--- src/rtl/fetch_unit.sv ---
// fetch_unit: instruction fetch with a 16-line direct-mapped one-word cache
module fetch_unit (
    input  logic        CLK,
    input  logic        resetn,
    input  logic        fetch_enable,
    input  logic [19:0] fetch_addr,
    input  logic        instr_taken,
    input  logic        flush,
    input  logic        mem_ready,
    input  logic        mem_rvalid,
    input  logic [31:0] mem_rdata,
    output logic        fetch_valid,
    output logic [31:0] instr_fetch,
    output logic [19:0] fetch_pc,
    output logic        mem_req,
    output logic [19:0] mem_addr,
    output logic        busy
);
    typedef enum logic [2:0] {IDLE, LOOKUP, MISS_REQ, MISS_WAIT, VALID} state_t;
    state_t state, state_nx;
    logic [19:0] req_addr;
    logic [15:0] line_valid;
    logic [13:0] tag_mem [16];
    logic [31:0] data_mem [16];
    logic [3:0] idx;
    logic hit, accept, fill, unused_addr_bits;
    assign unused_addr_bits = ^fetch_addr[1:0];
    assign idx = req_addr[5:2];
    assign hit = line_valid[idx] && tag_mem[idx] == req_addr[19:6];
    assign fill = resetn && state == MISS_WAIT && mem_rvalid;
    assign accept = fetch_enable && (state == IDLE || (state == VALID && instr_taken));
    assign fetch_valid = state == VALID;
    assign mem_req = state == MISS_REQ;
    assign mem_addr = req_addr;
    assign busy = state == LOOKUP || state == MISS_REQ || state == MISS_WAIT;
    // next-state selection; a taken instruction with a new request goes straight back to LOOKUP
    always_comb begin
        state_nx = state;
        case (state)
            IDLE:      state_nx = fetch_enable ? LOOKUP : IDLE;
            LOOKUP:    state_nx = hit ? VALID : MISS_REQ;
            MISS_REQ:  state_nx = mem_ready ? MISS_WAIT : MISS_REQ;
            MISS_WAIT: state_nx = mem_rvalid ? VALID : MISS_WAIT;
            VALID:     state_nx = instr_taken ? (fetch_enable ? LOOKUP : IDLE) : VALID;
            default:   state_nx = IDLE;
        endcase
    end
    // state, request address, presented instruction and valid bits; flush overrides a same-cycle fill
    always_ff @(posedge CLK) begin
        if (!resetn) begin
            state       <= IDLE;
            req_addr    <= '0;
            instr_fetch <= 32'h00000033;
            fetch_pc    <= '0;
            line_valid  <= '0;
        end else begin
            state <= state_nx;
            if (accept) req_addr <= {fetch_addr[19:2], 2'b00};
            if (state == LOOKUP && hit) begin
                instr_fetch <= data_mem[idx];
                fetch_pc    <= req_addr;
            end
            if (fill) begin
                instr_fetch <= mem_rdata;
                fetch_pc    <= req_addr;
            end
            if (flush) line_valid <= '0;
            else if (fill) line_valid[idx] <= 1'b1;
        end
    end
    // data and tag arrays carry no reset; only the valid bits qualify them
    always_ff @(posedge CLK) begin
        if (fill) begin
            data_mem[idx] <= mem_rdata;
            tag_mem[idx]  <= req_addr[19:6];
        end
    end
endmodule

--- config.mk ---
export PLATFORM = sky130hd
export DESIGN_NAME = fetch_unit
export DESIGN_NICKNAME = d
export VERILOG_FILES = /design/src/rtl/fetch_unit.sv
export SDC_FILE = /design/constraint.sdc
export NUM_CORES = 1
export LEC_CHECK = 0
export CAP_MARGIN = 5
export CORE_ASPECT_RATIO = 0.6
export CORE_UTILIZATION = 30
export DETAILED_ROUTE_END_ITERATION = 10
export DONT_BUFFER_PORTS = 1
export HOLD_SLACK_MARGIN = 0.02
export SLEW_MARGIN = 20
export SYNTH_ARGS = -nofsm -noshare
export SYNTH_HDL_FRONTEND = slang
export SYNTH_SLANG_ARGS = --single-unit
export TNS_END_PERCENT = 20
--- constraint.sdc ---
create_clock -name CLK -period 7.4 [get_ports CLK]
set_clock_uncertainty 0.1 [all_clocks]
set_input_delay 1.11 -clock CLK [delete_from_list [all_inputs] [get_ports CLK]]
set_output_delay 1.11 -clock CLK [all_outputs]
set_load 0.05 [all_outputs]
## Word-level counts from Yosys, hierarchy flattened

Memories as Yosys holds them, arrays and structs flattened. A register that Yosys moved wholly into a read port is not among the register bits.
Index checks and enable logic that the tools add are counted.

| operators by class | value |
|---|---|
| order comparisons | 2 |
| eq/ne operators | 5 |
| multiplexer cells | 16 |
| bitwise logic cells | 2 |
| reduce and logical (&&, ||, !) cells | 14 |

Operators with widths:

| operator | count |
|---|---|
| $mux W20 | 2 |
| $or A16 B16 Y16 | 1 |
| $pmux W3 S5 | 1 |
| $eq A14 B14 Y1 | 1 |
| $mux W3 | 3 |
| $mux W4 | 2 |
| $logic_and A1 B1 Y1 | 7 |
| $eq A3 B2 Y1 const B | 2 |
| $mux W1 | 6 |
| $lt A4 B5 Y1 const B | 1 |
| $bmux W1 S4 | 1 |
| $demux W1 S4 | 1 |
| $ge A4 B1 Y1 const B | 1 |
| $eq A3 B1 Y1 const B | 1 |
| $eq A3 B3 Y1 const B | 1 |
| $logic_not A3 Y1 | 1 |
| $logic_or A1 B1 Y1 | 3 |
| $reduce_bool A2 Y1 | 1 |
| $reduce_or A2 Y1 | 1 |
| $logic_not A1 Y1 | 1 |
| $not A1 Y1 | 1 |

| word-level totals | value |
|---|---|
| register bits | 57 |
| RAM bits | 736 |
| input port bits | 59 |
| output and inout port bits | 75 |
| logic and storage cells | 45 |
| memories | 2 |

Memories:

| name | words | width | rd ports | clocked after Yosys merged registers in | write ports | line | source |
|---|---|---|---|---|---|---|---|
| data_mem | 16 | 32 | 1 | 1 | 1 | 24 | `logic [31:0] data_mem [16];` |
| tag_mem | 16 | 14 | 1 | 1 | 1 | 23 | `logic [13:0] tag_mem [16];` |

## Logic depth before layout (Yosys ltp)

| logic depth | value |
|---|---|
| depth in word-level cells | 6 |
| depth in mapped cells | 15 |
| mapped depth without buffers | 8 |

## Worst setup path before layout

OpenSTA, ideal clock, no wires.

| timing | value |
|---|---|
| path kind | input to register |
| start point | input resetn |
| end point | memory data_mem[0][0] (enable) |
| setup time | 0.509 ns |
| arrival time | 5.274 ns |
| data required time | 6.791 ns |
| setup slack | 1.517 ns |
| stages | 5 |
| path buffers | 1 |
| cell sequence | inv_1 > or3_1 > clkbuf_1 > or3_1 > nor3_1 |

| between the ends | value |
|---|---|
| word-level cells in the longest chain between the ends | 4 |

Ends and longest elaborated chain:

| what | line | source |
|---|---|---|
| start: declaration | 4 | `input logic resetn,` |
| $logic_and A1 B1 Y1 (2 in series) | 30 | `assign fill = resetn && state == MISS_WAIT && mem_rvalid;` |
| $mux W1 | 73 | `if (fill) begin` |
| $mux W1 (not written as such) | 74 | `data_mem[idx] <= mem_rdata;` |
| end: declaration | 24 |  |

No other way between the ends.

==> results.yml <==
worst_setup_path:
  critPathMaxStageDelay_ns: 0.76
  crit_slowest_cell: "dfxtp_2"
  r2r_cells: 10
  path_class: "flop to flop"
  crit_buf_inv: 2
  setup.worst_path.end_class: "flop"
  worst_ep_required_time_ns: 7.83
  timing.rr.end: "instr_fetch[15]$_SDFFE_PN0P_"
  cp_top_family: "simple AND/OR/NAND/NOR gates"
  arrival_ns: 5.13
  r2r_slack_ns: 2.70
  crit_path_start_kind: "flop"
  path_max_fanout: 24
  crit_chain: "buf_4, mux4_2, mux2i_1, mux2i_1, xor2_1, nor3_2, nand4b_1, buf_4, nor4_2, nor3_1"
power:
  leakage_uw: 0.01111
  netSwitchingPower_uw: 2128
  swShare_pct: 21.84
  clockPowerShare_pct: 42.1
  p_int_uw: 7616
  seq_power_share_pct: 52.9
  power_density_mw_per_mm2: 266.7
  power.total_uw: 9744
  peakVddDrop_v: 0.0001546
  comb_power_share_pct: 5.0
global_routing:
  grt_pass1_vias: 16140
  antenna_found_initial: 4
  grt_pass1_wl_mm: 114.1
  overflow: 0
  grt_max_degree: 70
  grt_usage_pct: 14.52
clock_network:
  cts_buffers: 80
  htree_num_levels: 3
  post_cts_buffers: 0
  cts_max_path_buffers: 3
  root_buffer: "clkbuf_16"
  clk_latency_ns: 0.66
  cts_resized: 0
  cts_tree: "yes"
  cts_hold_buf: 0
  clk_pin_slew_ns: 0.06
  clock_sinks: 827
yosys:
  synth_top_area_cell: "edfxtp_1"
  yosys.area.top_type_share_pct: 68.82
  synth.top_cells.by_area: "edfxtp_1 69%, mux4_2 14%, dfxtp_1 5.7%, mux2i_1 2.1%, nand2_1 1.1%"
  synth_cells: 1602
  synth_common_cells: "736 x edfxtp_1, 204 x mux4_2, 93 x nand2_1"
  ys_async_sr_fraction_pct: 0
  yosysSeqAreaShare_pct: 74.50
  postSynthAreaPerCell_sq_um: 20.05
  synth_edf_count: 736
  netlist-cell-type-count: 55
  ys_warn_count: 0
  netlist_area_sq_mm: 0.03211
  yosysMostFrequentCell: "edfxtp_1"
  ys.flop_type: "edfxtp_1"
  ys_ff_latch: 827
final_layout:
  final_area_sq_mm: 0.03653
  synthToLayoutAreaGrowth_pct: 13.76
  utilization_pct: 34.61
  drive_gt1_share_pct: 25.38
  final_nets: 1698
timing:
  max_slew.worst_pin.slew_ns: 1.080
  fin_crit_sh_pct: 63.56
  rsz0062_at_grt: "no"
  setup_ws_ns: 2.697
  max_freq_ghz: 0.2126
  finalSetupTns_ns: 0
  fin_crit_ns: 4.703
  finalHoldViolCount: 0
  slew_headroom_pct: 27.84
  setup_viol: 0
  slew_violations: 0
routing:
  vias: 15720
  drtIter0Drc: 1328
  drtPass1Iterations: 7
  finalWirelength_mm: 78.89
  remaining_drc_errors: 0
  via_per_inst: 5.040
  wl_per_cell_um: 25.30
  ant_nets: 0
floorplanning:
  fp.dieW_um: 424.4
  initial_core_util_pct: 30.42
  coreArea_sq_mm: 0.1056
  num_rows: 92
  die_area_sq_mm: 0.1084
  ios: 134
  die_h_um: 255.4
worst_hold_path:
  hold_class: "flop to flop"
  hold_path_startpoint: "line_valid[10]$_SDFFE_PP0P_"
  whs_path_depth: 2
  min_to: "line_valid[10]$_SDFFE_PP0P_"
placement:
  routabilityCongestion: 0.7413
  pre_cts_ws_ns: 2.576
  numPortBuffers: 0
  hpwl_mm: 44.00
  placed_area_sq_mm: 0.03387
flow_run:
  cap_violations: 0
outcome:
  status: "finished, final reports clean"
power groups by stage:
stage          Sequential [uW]  Combinational (uW)  Clock [uW]
2_1_floorplan             5260                 379           0
3_3_place_gp              5260                 490           0
3_5_place_dp              5260                 494           0
4_1_cts                   5160                 496        4200
5_1_grt                   5160                 526        4370
6_report                  5160                 489        4100
routing by layer:
layer,global-route usage (%),up-vias,part of all wire (%)
met2,22.41,546,46
met4,3.680,0,1.9
met1,20.20,8446,44
met5,0,-,0
met3,4.012,103,7.5
li1,-,6621,-
worst max-delay path by stage:
stage | from | endpoint | slack [ns] | depth (start not counted)
6_report | flop | instr_fetch[15]$_SDFFE_PN0P_ | 2.70 | 10
5_1_grt | flop | instr_fetch[20]$_SDFFE_PN0P_ | 2.41 | 10
4_1_cts | flop | instr_fetch[15]$_SDFFE_PN0P_ | 2.59 | 10
3_5_place_dp | flop | instr_fetch[15]$_SDFFE_PN0P_ | 2.58 | 10
3_3_place_gp | resetn | data_mem[4][23]$_DFFE_PP_ | 2.58 | 7
2_1_floorplan | resetn | data_mem[0][0]$_DFFE_PP_ | 1.52 | 5
sequential cells by signal, indices dropped and copies added, names as in the netlist, named ones only:
signal / cells
state: 3
tag_mem: 224
mem_addr: 18
line_valid: 16
data_mem: 512
fetch_pc: 18
instr_fetch: 32
cell families (layout without fill, tap and decap cells):
logic type | count (synthesis) | count (layout) | share of synthesized area [%]
other cells | 1 | 6 | 0.01168
buf+inv | 108 | 209 | 1.999
compound gates | 111 | 111 | 2.291
xor+xnor | 27 | 27 | 0.7364
mux | 281 | 281 | 16.74
flops | 827 | 827 | 74.50
simple gates | 247 | 247 | 3.725
cells in the final DEF, fill, tap and decap left out, drive strengths merged, types with 2 or more instances in the layout:
cell	instances
edfxtp	736
mux4	204
clkbuf	99
nand2	93
dfxtp	91
mux2i	68
buf	57
nor2	57
clkinv	38
a211oi	35
nor3	35
o21ai	32
nor4	29
a21oi	18
xnor2	14
xor2	13
mux2	9
nand3	7
nand2b	6
bufinv	6
inv	6
nor2b	4
conb	4
o22ai	4
a2111oi	4
and2	3
or3	3
nand3b	3
a22oi	3
o211ai	3
clkinvlp	3
a31o	3
diode	2
o21ba	2
a221oi	2
and3	2
per-stage QoR:
step	hold slack, ns	instances
6_report	0.3727	3118
5_1_grt	0.3946	3117
4_1_cts	0.3736	3116
3_5_place_dp	0.3602	2967
3_3_place_gp	0.3479	2966
2_1_floorplan	0.3348	1605
worst register-to-register path: stages, from the launching register on:
cell and delay (ns):
dfxtp_2 0.76, buf_4 0.50, mux4_2 0.60, mux2i_1 0.17, mux2i_1 0.11, xor2_1 0.19, nor3_2 0.37, nand4b_1 0.70
buf_4 0.57, nor4_2 0.42, nor3_1 0.10
layout make-up:
| type | instances | area [sq um] |
|---|---|---|
| Fill cell | 9693 | 69030 |
| Clock inverter | 50 | 518.0 |
| Tap cell | 1410 | 1764 |
| Timing Repair Buffer | 57 | 460.4 |
| Antenna cell | 2 | 5.005 |
| Clock buffer | 99 | 2136 |
| Sequential cell | 827 | 23940 |
| Multi-Input combinational cell | 670 | 7699 |
| Inverter | 3 | 11.26 |
Power figures use the tool's default switching activity.
